`config.mk`:
```
export PLATFORM = sky130hd
export DESIGN_NAME = wb_master_engine
export DESIGN_NICKNAME = d
export VERILOG_FILES = /design/src/rtl/wb_pkg.sv /design/src/rtl/wb_timeout_counter.sv /design/src/rtl/wb_master_engine.sv
export SDC_FILE = /design/constraint.sdc
export NUM_CORES = 1
export LEC_CHECK = 0
export CORE_MARGIN = 4
export CORE_UTILIZATION = 43
export CTS_CLUSTER_SIZE = 10
export DETAILED_ROUTE_END_ITERATION = 10
export GPL_TIMING_DRIVEN = 0
export HOLD_SLACK_MARGIN = 0.02
export MAX_ROUTING_LAYER = met4
export PLACE_DENSITY_LB_ADDON = 0.2
export REMOVE_ABC_BUFFERS = 1
export SYNTH_ARGS = -nofsm -noshare
export SYNTH_HDL_FRONTEND = slang
export SYNTH_HIERARCHICAL = 1
export SYNTH_SLANG_ARGS = --single-unit
```
`constraint.sdc`:
```
create_clock -name clk_i -period 4.2 [get_ports clk_i]
set_clock_uncertainty 0.1 [all_clocks]
set_input_delay 0.63 -clock clk_i [delete_from_list [all_inputs] [get_ports clk_i]]
set_output_delay 0.63 -clock clk_i [all_outputs]
set_load 0.05 [all_outputs]
```
`src/rtl/wb_pkg.sv`:
```
// Shared types for the Wishbone master engine: command opcodes, response codes and FSM states.
package wb_pkg;

    typedef enum logic [2:0] {
        OpClassicRd = 3'd0,
        OpClassicWr = 3'd1,
        OpRmw       = 3'd2,
        OpPipeRd    = 3'd3,
        OpPipeWr    = 3'd4
    } op_t;

    typedef enum logic {
        RETURN_ACK = 1'b0,
        RETURN_ERR = 1'b1
    } ret_t;

    typedef enum logic [2:0] {
        StIdle,
        StClassic,
        StPipeReq,
        StPipeWait,
        StRmwRd,
        StRmwWr,
        StResp
    } state_t;

endpackage

```
`src/rtl/wb_timeout_counter.sv`:
```
// Wait-cycle watchdog for the Wishbone master: restarted on each wait-state entry, stopped on
// completion, flags expiry in the last allowed wait cycle. Used only with WB_MASTER_TIMEOUT_EN.
module wb_timeout_counter #(
    parameter int unsigned CYCLES = 16
) (
    input  logic clk_i,
    input  logic rst_i,
    input  logic start_i,
    input  logic clear_i,
    output logic expired_o
);

    localparam int unsigned CntW = (CYCLES > 1) ? $clog2(CYCLES) : 1;

    logic [CntW-1:0] r_cnt;
    logic            r_run;

    assign expired_o = r_run && (r_cnt == CntW'(CYCLES - 1));

    always_ff @(posedge clk_i) begin
        if (!rst_i) begin
            r_cnt <= '0;
            r_run <= 1'b0;
        end else if (start_i) begin
            r_cnt <= '0;
            r_run <= 1'b1;
        end else if (clear_i) begin
            r_cnt <= '0;
            r_run <= 1'b0;
        end else if (r_run && !expired_o) begin
            r_cnt <= r_cnt + CntW'(1);
        end
    end

endmodule

```
`src/rtl/wb_master_engine.sv`:
```
// Wishbone B4 master engine: one command -> one classic, pipelined or RMW bus cycle -> one response.
// Define WB_MASTER_TIMEOUT_EN to abort a cycle with ERR after TIMEOUT_CYCLES wait cycles.
module wb_master_engine #(
    parameter int unsigned  ADDR_WIDTH     = 16,
    parameter int unsigned  DATA_WIDTH     = 32,
    parameter int unsigned  GRANULE        = 8,
    parameter int unsigned  TIMEOUT_CYCLES = 16,
    localparam int unsigned SEL_WIDTH      = DATA_WIDTH / GRANULE
) (
    input  logic                  clk_i,
    input  logic                  rst_i,
    input  logic                  cmd_valid_i,
    output logic                  cmd_ready_o,
    input  logic [2:0]            cmd_op_i,
    input  logic [ADDR_WIDTH-1:0] cmd_adr_i,
    input  logic [SEL_WIDTH-1:0]  cmd_sel_i,
    input  logic [DATA_WIDTH-1:0] cmd_dat_i,
    output logic                  rsp_valid_o,
    output logic [DATA_WIDTH-1:0] rsp_dat_o,
    output logic                  rsp_ret_o,
    output logic                  cyc_o,
    output logic                  stb_o,
    output logic                  we_o,
    output logic [ADDR_WIDTH-1:0] adr_o,
    output logic [SEL_WIDTH-1:0]  sel_o,
    output logic [DATA_WIDTH-1:0] dat_o,
    input  logic [DATA_WIDTH-1:0] dat_i,
    input  logic                  ack_i,
    input  logic                  err_i,
    input  logic                  stall_i
);

    import wb_pkg::*;

    state_t                r_state, w_state_d;
    logic                  r_cyc, w_cyc_d;
    logic                  r_stb, w_stb_d;
    logic                  r_we, w_we_d;
    logic [ADDR_WIDTH-1:0] r_adr, w_adr_d;
    logic [SEL_WIDTH-1:0]  r_sel, w_sel_d;
    logic [DATA_WIDTH-1:0] r_dat, w_dat_d;
    logic                  r_rsp_valid, w_rsp_valid_d;
    logic [DATA_WIDTH-1:0] r_rsp_dat, w_rsp_dat_d;
    ret_t                  r_rsp_ret, w_rsp_ret_d;

    logic w_accept, w_op_valid, w_resp_in;
    logic w_fin, w_fin_err, w_capture, w_tmo_start, w_timeout;

    assign cmd_ready_o = (r_state == StIdle) && rst_i;
    assign w_accept    = cmd_valid_i && cmd_ready_o;
    assign w_op_valid  = (cmd_op_i <= OpPipeWr);
    assign w_resp_in   = ack_i || err_i;

    always_comb begin
        w_state_d     = r_state;
        w_cyc_d       = r_cyc;
        w_stb_d       = r_stb;
        w_we_d        = r_we;
        w_adr_d       = r_adr;
        w_sel_d       = r_sel;
        w_dat_d       = r_dat;
        w_rsp_valid_d = 1'b0;
        w_rsp_dat_d   = r_rsp_dat;
        w_rsp_ret_d   = r_rsp_ret;
        w_fin         = 1'b0;
        w_fin_err     = 1'b0;
        w_capture     = 1'b0;
        w_tmo_start   = 1'b0;

        unique case (r_state)
            StIdle: begin
                if (w_accept && !w_op_valid) begin
                    w_fin     = 1'b1;
                    w_fin_err = 1'b1;
                end else if (w_accept) begin
                    w_cyc_d     = 1'b1;
                    w_stb_d     = 1'b1;
                    w_we_d      = (cmd_op_i == OpClassicWr) || (cmd_op_i == OpPipeWr);
                    w_adr_d     = cmd_adr_i;
                    w_sel_d     = cmd_sel_i;
                    w_dat_d     = cmd_dat_i;
                    w_tmo_start = 1'b1;
                    if (cmd_op_i == OpRmw) begin
                        w_state_d = StRmwRd;
                    end else if ((cmd_op_i == OpPipeRd) || (cmd_op_i == OpPipeWr)) begin
                        w_state_d = StPipeReq;
                    end else begin
                        w_state_d = StClassic;
                    end
                end
            end
            StClassic, StPipeWait: begin
                if (w_resp_in) begin
                    w_fin     = 1'b1;
                    w_fin_err = err_i;
                    w_capture = !r_we;
                end else if (w_timeout) begin
                    w_fin     = 1'b1;
                    w_fin_err = 1'b1;
                end
            end
            StPipeReq: begin
                // A response in the transfer cycle itself completes without visiting PIPE_WAIT.
                if (!stall_i) begin
                    if (w_resp_in) begin
                        w_fin     = 1'b1;
                        w_fin_err = err_i;
                        w_capture = !r_we;
                    end else begin
                        w_stb_d     = 1'b0;
                        w_state_d   = StPipeWait;
                        w_tmo_start = 1'b1;
                    end
                end else if (w_timeout) begin
                    w_fin     = 1'b1;
                    w_fin_err = 1'b1;
                end
            end
            StRmwRd: begin
                if (err_i) begin
                    w_fin     = 1'b1;
                    w_fin_err = 1'b1;
                end else if (ack_i) begin
                    w_rsp_dat_d = dat_i;
                    w_we_d      = 1'b1;
                    w_state_d   = StRmwWr;
                    w_tmo_start = 1'b1;
                end else if (w_timeout) begin
                    w_fin     = 1'b1;
                    w_fin_err = 1'b1;
                end
            end
            StRmwWr: begin
                if (w_resp_in) begin
                    w_fin     = 1'b1;
                    w_fin_err = err_i;
                end else if (w_timeout) begin
                    w_fin     = 1'b1;
                    w_fin_err = 1'b1;
                end
            end
            StResp: begin
                w_state_d = StIdle;
            end
            default: begin
                w_state_d = StIdle;
            end
        endcase

        if (w_fin) begin
            w_state_d     = StResp;
            w_cyc_d       = 1'b0;
            w_stb_d       = 1'b0;
            w_we_d        = 1'b0;
            w_rsp_valid_d = 1'b1;
            w_rsp_ret_d   = w_fin_err ? RETURN_ERR : RETURN_ACK;
            if (w_capture && !w_fin_err) begin
                w_rsp_dat_d = dat_i;
            end
        end
    end

    always_ff @(posedge clk_i) begin
        if (!rst_i) begin
            r_state     <= StIdle;
            r_cyc       <= 1'b0;
            r_stb       <= 1'b0;
            r_we        <= 1'b0;
            r_adr       <= '0;
            r_sel       <= '0;
            r_dat       <= '0;
            r_rsp_valid <= 1'b0;
            r_rsp_dat   <= '0;
            r_rsp_ret   <= RETURN_ACK;
        end else begin
            r_state     <= w_state_d;
            r_cyc       <= w_cyc_d;
            r_stb       <= w_stb_d;
            r_we        <= w_we_d;
            r_adr       <= w_adr_d;
            r_sel       <= w_sel_d;
            r_dat       <= w_dat_d;
            r_rsp_valid <= w_rsp_valid_d;
            r_rsp_dat   <= w_rsp_dat_d;
            r_rsp_ret   <= w_rsp_ret_d;
        end
    end

`ifdef WB_MASTER_TIMEOUT_EN
    wb_timeout_counter #(
        .CYCLES    (TIMEOUT_CYCLES)
    ) u_timeout (
        .clk_i     (clk_i),
        .rst_i     (rst_i),
        .start_i   (w_tmo_start),
        .clear_i   (w_fin),
        .expired_o (w_timeout)
    );
`else
    // Without the watchdog the engine waits for ack_i/err_i indefinitely.
    logic w_unused_tmo;
    assign w_timeout    = 1'b0;
    assign w_unused_tmo = ^{w_tmo_start, TIMEOUT_CYCLES};
`endif

    assign cyc_o       = r_cyc;
    assign stb_o       = r_stb;
    assign we_o        = r_we;
    assign adr_o       = r_adr;
    assign sel_o       = r_sel;
    assign dat_o       = r_dat;
    assign rsp_valid_o = r_rsp_valid;
    assign rsp_dat_o   = r_rsp_dat;
    assign rsp_ret_o   = r_rsp_ret;

endmodule

```
Yosys cells after proc, flatten, opt, wreduce, memory -nomap -nowiden --
Cells that the tools add are included.
Word-level totals: flip-flop bits (word level) 92, output and inout port bits 90
Operators by class: magnitude comparators 1, multiplexer cells 38, eq/ne operators 22, bitwise gates (word level) 3, reduce and logical (&&, ||, !) cells 21
Operator list (count):
- $mux W32 | 5
- $mux W3 | 8
- $mux W1 | 18
- $ne A3 B3 Y1 const B | 6
- $reduce_and A7 Y1 | 2
- $eq A3 B2 Y1 const B | 4
- $ne A2 B2 Y1 const B | 6
- $pmux W3 S4 | 1
- $reduce_and A5 Y1 | 2
- $eq A3 B3 Y1 const B | 3
- $pmux W1 S4 | 2
- $eq A3 B1 Y1 const B | 2
- $pmux W1 S2 | 3
- $logic_and A1 B1 Y1 | 4
- $reduce_bool A2 Y1 | 2
- $reduce_or A2 Y1 | 2
- $le A3 B3 Y1 const B | 1
- $logic_not A1 Y1 | 3
- $logic_not A3 Y1 | 1
- $logic_or A1 B1 Y1 | 3
- $not A1 Y1 | 3
- $reduce_and A3 Y1 | 1
- $reduce_or A3 Y1 | 1
- $mux W2 | 1
- $ne A2 B1 Y1 const B | 1

Depth between registers and ports, before layout --
Gate-level depths: netlist (run 1).
depth in word-level cells 10, depth in mapped cells 6, depth with buffers taken out 4

Worst setup path before layout (run 1) --
No wires, ideal clock.
kind input to output, start input rst_i, end output cmd_ready_o, arrival 1.334 ns, path slack 2.136 ns, stages on the path 2, path through clkbuf_1 and2_1
On the way: word-level cells in the longest chain between the ends 1
Ends and longest elaborated chain:
- start: declaration | line wb_master_engine.sv:11 | input logic rst_i,
- $logic_and A1 B1 Y1 | line wb_master_engine.sv:49 | assign cmd_ready_o = (r_state == StIdle) && rst_i;
- end: declaration | line wb_master_engine.sv:13 | output logic cmd_ready_o,
Every way passes these cells.

Worst setup path after layout (run 1) --
Same ends and word-level chain as after synthesis.

==> impl_metrics.json, run 1 <==
{
  "p_per_area_nw_per_um2": 500,
  "rr_worst_depth": 4,
  "cpMostUsedCell": "clkdlybuf4s50_1",
  "fp.dieW_um": 99.2,
  "initial_core_util_pct": 45.3,
  "ir_worst_vdd_v": 0.000401,
  "hold_class": "flip-flop to flip-flop",
  "rsz0062_at_grt": "false",
  "first_pass_iters": 5,
  "post_cts_buffers": 0,
  "drv_slew": 0,
  "post-route-period-util_pct": 72.1,
  "drc_errors": 0,
  "layout_common_cells": "clkdlybuf4s50_1 (182), nand2_1 (107), dfxtp_1 (92)",
  "cts.sinks": 92,
  "port_buffers": 182,
  "path_max_fanout": 11,
  "finalSetupTns_ps": 0,
  "rows": 32,
  "layout-drive-gt1-share_pct": 4.12,
  "synth.distinct_cells": 34,
  "avgRoutedWirePerCell_um": 15.5,
  "htree_num_levels": 3,
  "place_inst": 693,
  "cts_tree": "done",
  "finalCriticalPeriod_ps": 3030,
  "slew_headroom_pct": 24.0,
  "ctsHoldBuffers": 0,
  "synth-seq-area-share_pct": 51.5,
  "synthTopCellsByArea": "dfxtp_1 (52%), a21oi_1 (12%), nand2_1 (11%)",
  "antenna_found_initial": 0,
  "drtIter0Drc": 150,
  "ys_ff_latch": 92,
  "leakagePower_nw": 1.89,
  "crit_path_start": "rst_i",
  "grt_pass1_wl_um": 17600,
  "grt_pass1_vias": 3437,
  "worstSetupEndpointType": "output port",
  "drv_cap": 0,
  "fin_nets": 695,
  "dpl.hpwl_um": 8000,
  "critical_path_class": "input port to output port",
  "cts-root-buf": "clkbuf_8",
  "grt_overflow": 0,
  "syn_area_um2": 3570,
  "die_area_um2": 9830,
  "yosys.area.top_type": "dfxtp_1",
  "r2r_slack_ps": 1630,
  "vias": 3677,
  "die_height_um": 99.2,
  "worstSkewPairLatency_ps": 330,
  "r2r-start": "r_state[2]",
  "clkTransAtPathRegs_ps": 80,
  "stdcell_count": 709,
  "outcome": "complete, no violations",
  "io_pins": 183,
  "finalHoldViolCount": 0,
  "diodes": 0,
  "endpoint": "cmd_ready_o",
  "crit_path_top_delay_cell": "clkdlybuf4s50_1",
  "coreArea_um2": 7890,
  "postSynthCellCount": 440,
  "max_freq_mhz": 330,
  "final_core_util_pct": 70.9,
  "vias_per_cell": 5.19,
  "hold_ws_ps": 353,
  "cts_made_buffers": 9,
  "totalPowerFinal_mw": 2.79,
  "required_ps": 3470,
  "yosysTopAreaCellShare_pct": 51.5,
  "reg2reg_to": "rsp_dat_o[31]",
  "cp.arrival_ps": 2300,
  "layout_commonest_cell": "clkdlybuf4s50_1",
  "gp_routability_congestion": 0.908,
  "routed_wl_um": 11000,
  "postSynthAreaPerCell_um2": 8.12,
  "critPathLaunchType": "input port",
  "track_usage_pct": 22.4,
  "ys_warn_count": 6,
  "cpPeakStageDelay_ps": 800,
  "path_cells": "clkdlybuf4s50_1 > and2_1 > clkdlybuf4s50_1",
  "worstMarginPinSlew_ps": 1140,
  "cts_resized": 0,
  "grt_max_degree": 57,
  "ant_nets": 0,
  "setup_violations": 0,
  "clk_path_buf_depth": 2,
  "syn_to_final_growth_pct": 56.5
}
-- logic make-up after synthesis --
logic type,after synthesis,share of synthesized area [%]
compound gates,140,21.5
xor+xnor,1,0.245
buf+inv,37,5.60
flops,92,51.5
simple gates,170,21.1
-- worst min path at each step --
stage               startpoint    endpoint  slack [ps]  cells after the start
finish                dat_o[4]    dat_o[4]         350                      2
detailed placement   dat_o[15]   dat_o[15]         350                      2
CTS                   dat_o[4]    dat_o[4]         360                      2
floorplan           r_state[1]  r_state[2]         520                      2
global placement      dat_o[0]    dat_o[0]         340                      2
global route         adr_o[13]   adr_o[13]         380                      2
-- where the power goes --
| part | leakage [nW] | internal (mW) | switching, mW |
|---|---|---|---|
| registers | 0.746 | 0.992 | 0.102 |
| logic | 1.05 | 0.434 | 0.729 |
| clock network | 0.0901 | 0.234 | 0.303 |
-- sequential cells by signal (all words and copies together) (netlist names), 3 cells and up --
name / count
sel_o: 4
r_state: 3
rsp_dat_o: 32
adr_o: 16
dat_o: 32
-- layout make-up --
| cell class | instances | area, um2 |
|---|---|---|
| Multi-Input combinational cell | 311 | 1540 |
| Fill cell | 655 | 2300 |
| Sequential cell | 92 | 1840 |
| Tap cell | 102 | 128 |
| Timing Repair Buffer | 187 | 1900 |
| Clock inverter | 5 | 35.0 |
| Clock buffer | 11 | 141 |
| Inverter | 1 | 3.75 |
-- Yosys cell counts --
master / count
nand2b_1: 1
o32ai_2: 1
dfxtp_1: 92
o21ai_0: 17
and2_1: 2
nor3b_1: 2
nor2_1: 12
a31oi_1: 1
o211ai_1: 2
o41ai_1: 2
o21a_1: 3
nor4_1: 1
o31ai_1: 1
o31a_1: 3
clkbuf_1: 17
o211ai_2: 1
o211a_1: 1
o22ai_1: 1
buf_2: 13
a41oi_1: 1
nor3b_4: 1
xnor2_1: 1
nand4_1: 2
a22o_1: 1
nor2b_1: 4
nand2_1: 107
inv_1: 1
a21oi_1: 87
buf_6: 6
o21ai_1: 18
nor3_4: 1
and3b_1: 2
nand3b_1: 1
nand3_1: 34
-- through the flow --
stage	worst slack [ps]	area, um2
6_report	1170	5590
2_1_floorplan	1580	3380
3_3_place_gp	132	5330
4_1_cts	1170	5580
3_5_place_dp	1080	5410
5_1_grt	1110	5590
-- layer usage --
layer	track usage (%)	share of wire, %
met1	28.2	43
met2	36.9	49
met3	4.28	6.1
met4	6.41	1.7
met5	-	0
-- critical path, delay by kind of cell --
| family | cells | cell delay, ps |
|---|---|---|
| buf+inv | 2 | 1480 |
| simple gates | 1 | 180 |
No activity file was read; power rests on OpenSTA's default activity.
==> run 2, diff against run 1 <==
--- a/config.mk
+++ b/config.mk
@@ -6,7 +6,7 @@
 export NUM_CORES = 1
 export LEC_CHECK = 0
 export CORE_MARGIN = 4
-export CORE_UTILIZATION = 43
+export CORE_UTILIZATION = 36
 export CTS_CLUSTER_SIZE = 10
 export DETAILED_ROUTE_END_ITERATION = 10
 export GPL_TIMING_DRIVEN = 0
==> constraint.sdc (replaced) <==
create_clock -name clk_i -period 2.55 [get_ports clk_i]
set_clock_uncertainty 0.1 [all_clocks]
set_input_delay 0.3825 -clock clk_i [delete_from_list [all_inputs] [get_ports clk_i]]
set_output_delay 0.3825 -clock clk_i [all_outputs]
set_load 0.05 [all_outputs]
==> impl_metrics.json, run 2 (synthesis gave the netlist of run 1 again) <==
{
  "dpl.hpwl_um": 7760,
  "htree_num_levels": 3,
  "post_cts_buffers": 0,
  "grt_pass1_wl_um": 17100,
  "reg2reg_to": "adr_o[7]",
  "coreArea_um2": 9730,
  "fin_nets": 696,
  "layout-drive-gt1-share_pct": 4.78,
  "port_buffers": 182,
  "io_pins": 183,
  "cp.arrival_ps": 1860,
  "holdPathStages": 2,
  "r2r-start": "r_state[0]",
  "setup_violations": 0,
  "path_cells": "nor3_4 > and2_1 > dlygate4sd2_1",
  "critPathLaunchType": "flip-flop",
  "min_from": "dat_o[14]",
  "slew_headroom_pct": 12.8,
  "syn_to_final_growth_pct": 58.7,
  "outcome": "complete, no violations",
  "clk_path_buf_depth": 2,
  "grt_max_degree": 52,
  "required_ps": 2070,
  "worst-path-buf-inv": 1,
  "grt_overflow": 0,
  "vias_per_cell": 4.96,
  "path_delay_family": "buffers and inverters",
  "clkTransAtPathRegs_ps": 80,
  "die_area_um2": 11600,
  "drv_slew": 0,
  "p_per_area_nw_per_um2": 831,
  "gp_routability_congestion": 0.850,
  "first_pass_iters": 4,
  "cts-root-buf": "clkbuf_8",
  "cts.sinks": 92,
  "cts_made_buffers": 9,
  "ant_nets": 0,
  "ctsHoldBuffers": 0,
  "finalHoldViolCount": 0,
  "ir_worst_vdd_v": 0.000365,
  "avgRoutedWirePerCell_um": 14.6,
  "post-place-ws_ps": -171,
  "worstSkewPairLatency_ps": 350,
  "endpoint": "cmd_ready_o",
  "cts_tree": "done",
  "layout_common_cells": "clkdlybuf4s50_1 (181), nand2_1 (106), dfxtp_1 (92)",
  "worstSetupEndpointType": "output port",
  "vias": 3670,
  "rows": 36,
  "rr_worst_depth": 6,
  "die_height_um": 108,
  "track_usage_pct": 18.8,
  "top_layer_used": "met4",
  "rsz0062_at_grt": "false",
  "drtIter0Drc": 178,
  "initial_core_util_pct": 36.7,
  "worst_slack_ps": 206,
  "path_max_fanout": 12,
  "met3WireLength_um": 972,
  "post-route-period-util_pct": 91.9,
  "postPlaceCellArea_um2": 5470,
  "worstMarginPinSlew_ps": 1300,
  "hold_class": "flip-flop to flip-flop",
  "drc_errors": 0,
  "critical_path_class": "flip-flop to output port",
  "diodes": 0,
  "cp.depth": 3,
  "wl_met2_um": 5160,
  "routed_wl_um": 10800,
  "finalCriticalPeriod_ps": 2340,
  "crit_path_start": "r_state[0]",
  "cpPeakStageDelay_ps": 520,
  "design_area_um2": 5670,
  "fp.dieW_um": 108,
  "crit_path_top_delay_cell": "dlygate4sd2_1",
  "met1_length_um": 4580,
  "max_freq_mhz": 427,
  "leakagePower_nw": 1.90,
  "r2r_slack_ps": 310,
  "layout_commonest_cell": "clkdlybuf4s50_1",
  "antenna_found_initial": 0,
  "grt_pass1_vias": 3471,
  "drv_cap": 0
}
## run 2: metrics by stage
step	hold slack, ps	power, mW	setup TNS (ps)	util (%)	cells
floorplan	400	3.02	0	-	404
global placement	341	3.68	-99430	55.1	719
detailed placement	348	3.77	-7200	56.3	725
CTS	358	4.76	0	58.2	740
global route	380	4.97	0	58.3	740
finish	357	4.71	0	58.3	740
## run 2: final cells by class
type,count,area (um2)
flip-flops and latches,92,1840
well taps,133,166
fillers,911,4060
multi-input cells,311,1540
clock inverters,6,71.3
clock buffers,9,124
repair buffers,188,1930
inverters,1,3.75
## run 2: power by group
| part | switching (mW) | internal, mW | leakage (nW) | total (mW) |
|---|---|---|---|---|
| clock | 0.528 | 0.460 | 0.0980 | 0.988 |
| combinational | 1.19 | 0.722 | 1.05 | 1.91 |
| sequential | 0.173 | 1.63 | 0.746 | 1.81 |
| total | 1.89 | 2.82 | 1.90 | 4.71 |
## run 2: timing repair
action                                  4_1_cts  5_1_grt
endpoints found under the setup margin        1       33
gates resized for setup                       1        3
endpoints found under the hold margin         0        0
gates cloned                                  0        0
## run 2: routing by layer
layer  track usage (%)  vias to the layer above
li1                  -                     1822
met1              22.9                     1696
met2              30.5                      147
met3              5.34                        5
met4              5.41                        0
met5                 -                        -
## run 2: worst min path at each step
stage | endpoint
after CTS | dat_o[14]
after floorplan | rsp_valid_o
after global routing | dat_o[18]
after global placement | sel_o[0]
final | dat_o[14]
after detailed placement | dat_o[15]
## run 2: worst min-delay path: stages (launching register included)
cell and delay, ps:
dfxtp_1 310, nand2_1 50, a21oi_1 50
==> run 3, diff against run 2 <==
--- a/config.mk
+++ b/config.mk
@@ -13,7 +13,6 @@
 export HOLD_SLACK_MARGIN = 0.02
 export MAX_ROUTING_LAYER = met4
 export PLACE_DENSITY_LB_ADDON = 0.2
-export REMOVE_ABC_BUFFERS = 1
 export SYNTH_ARGS = -nofsm -noshare
 export SYNTH_HDL_FRONTEND = slang
 export SYNTH_HIERARCHICAL = 1
==> impl_metrics.json, run 3 (synthesis gave the netlist of run 1 again) <==
{
  "drc_errors": 0,
  "grt-busiest-layer": "met2",
  "layout_common_cells": "clkdlybuf4s50_1 (180), nand2_1 (107), dfxtp_1 (92)",
  "outcome": "complete, no violations",
  "postPlaceCellArea_um2": 5550,
  "clkTransAtPathRegs_ps": 90,
  "initial_core_util_pct": 36.7,
  "design_area_um2": 5750,
  "cts_made_buffers": 9,
  "cts-root-buf": "clkbuf_8",
  "diodes": 0,
  "layout_commonest_cell": "clkdlybuf4s50_1",
  "grt_pass1_wl_um": 17500,
  "routed_wl_um": 11200,
  "holdPathStages": 2,
  "use_met2_pct": 30.7,
  "grt_max_degree": 17,
  "grt_util_met3_pct": 4.08,
  "combPwrFrac_pct": 42.7,
  "seq_power_share_pct": 36.5,
  "antenna_found_initial": 0,
  "post-route-period-util_pct": 95.0,
  "rr_worst_depth": 6,
  "grt_pass1_vias": 3593,
  "fill_cells": 911,
  "worstSkewPairLatency_ps": 350,
  "ant_nets": 0,
  "dpl.hpwl_um": 8440,
  "final_core_util_pct": 59.1,
  "rsz0062_at_grt": "false",
  "finalHoldViolCount": 0,
  "clk_path_buf_depth": 2,
  "io_pins": 183,
  "syn_nets": 533,
  "cp.arrival_ps": 1940,
  "finalCriticalPeriod_ps": 2420,
  "critPathLaunchType": "input port",
  "leakagePower_nw": 1.96,
  "p_sw_share_pct": 40.3,
  "htree_num_levels": 3,
  "drv_cap": 0,
  "die_area_um2": 11600,
  "track_usage_pct": 19.4,
  "ir_worst_vdd_v": 0.000405,
  "power.internal_mw": 2.85,
  "drv_slew": 0,
  "grt_overflow": 0,
  "layout-drive-gt1-share_pct": 5.97,
  "drtIter0Drc": 202,
  "syn_to_final_growth_pct": 60.9,
  "p_per_area_nw_per_um2": 830,
  "cts.sinks": 92,
  "max_freq_mhz": 413,
  "worstMarginPinSlew_ps": 582,
  "gp_routability_congestion": 0.851,
  "slew_headroom_pct": 61.2,
  "critical_path_class": "input port to output port",
  "die_height_um": 108,
  "gr-usage-met1_pct": 24.5,
  "rows": 36,
  "port_buffers": 181,
  "vias": 3736,
  "setup_violations": 0,
  "hold_class": "flip-flop to flip-flop",
  "cts_tree": "done",
  "first_pass_iters": 4,
  "fp.dieW_um": 108,
  "vias_per_cell": 4.85,
  "required_ps": 2070,
  "clkPwrFrac_pct": 20.8,
  "avgRoutedWirePerCell_um": 14.5,
  "fin_nets": 725,
  "worstSetupEndpointType": "output port",
  "path_max_fanout": 10,
  "switching_power_mw": 1.92,
  "coreArea_um2": 9730
}
## run 3: cell count changes in the layout (fill, tap and decap cells not counted), moves of 4 or more
cell,before,now
clkbuf_1,0,18
buf_6,0,6
buf_2,0,13
buf_8,4,0
## run 3: final timing paths
path,start,end,slack [ps]
setup / recovery,rst_i,cmd_ready_o,130
hold / removal,dat_o[6],dat_o[6],360
setup reg to reg,r_state[1],rsp_dat_o[27],620
hold reg to reg,dat_o[6],dat_o[6],360
## run 3: power groups by stage
stage	Sequential [mW]	Clock, mW	Combinational [mW]
floorplan	2.36	0	0.757
global placement	1.77	0	2.02
detailed placement	1.77	0	2.04
CTS	1.74	1.02	2.04
global route	1.77	1.08	2.18
finish	1.74	0.994	2.04
## run 3: area by class of cell
type                    instances  area (um2)  share of cell area [%]
flip-flops and latches         92        1840                    32.0
plain buffers                  36         196                    3.42
multi-input cells             311        1530                    26.6
well taps                     133         166                    2.89
clock inverters                 6        71.3                    1.24
inverters                       1        3.75                  0.0653
repair buffers                181        1810                    31.5
clock buffers                  10         128                    2.22
## run 3: metal layers
layer | wire, um | share of wire [%] | vias to the layer above
met5 | 0 | 0 | -
met3 | 820 | 7.3 | 18
met2 | 5300 | 47 | 137
li1 | - | - | 1890
met4 | 214 | 1.9 | 0
met1 | 4860 | 43 | 1691
## run 3: metrics by stage
stage / total power, mW / setup TNS (ps) / setup slack, ps / instances / hold slack, ps
finish: 4.77 / 0 / 128 / 770 / 356
global route: 5.03 / 0 / 27.6 / 770 / 378
CTS: 4.80 / 0 / 129 / 770 / 357
detailed placement: 3.82 / -138 / -138 / 754 / 346
global placement: 3.79 / -162 / -162 / 754 / 341
floorplan: 3.12 / 0 / 952 / 440 / 419
## run 3: critical path: stages
cell and delay [ps]:
clkdlybuf4s50_1 480, clkbuf_1 350, and2_1 190, dlygate4sd2_1 540
## run 3: what timing repair did
action                                  4_1_cts  5_1_grt
hold buffers                                  0        0
endpoints found under the setup margin        1        0
setup buffers                                 0        0
endpoints found under the hold margin         0        0
gates resized for setup                       1        0
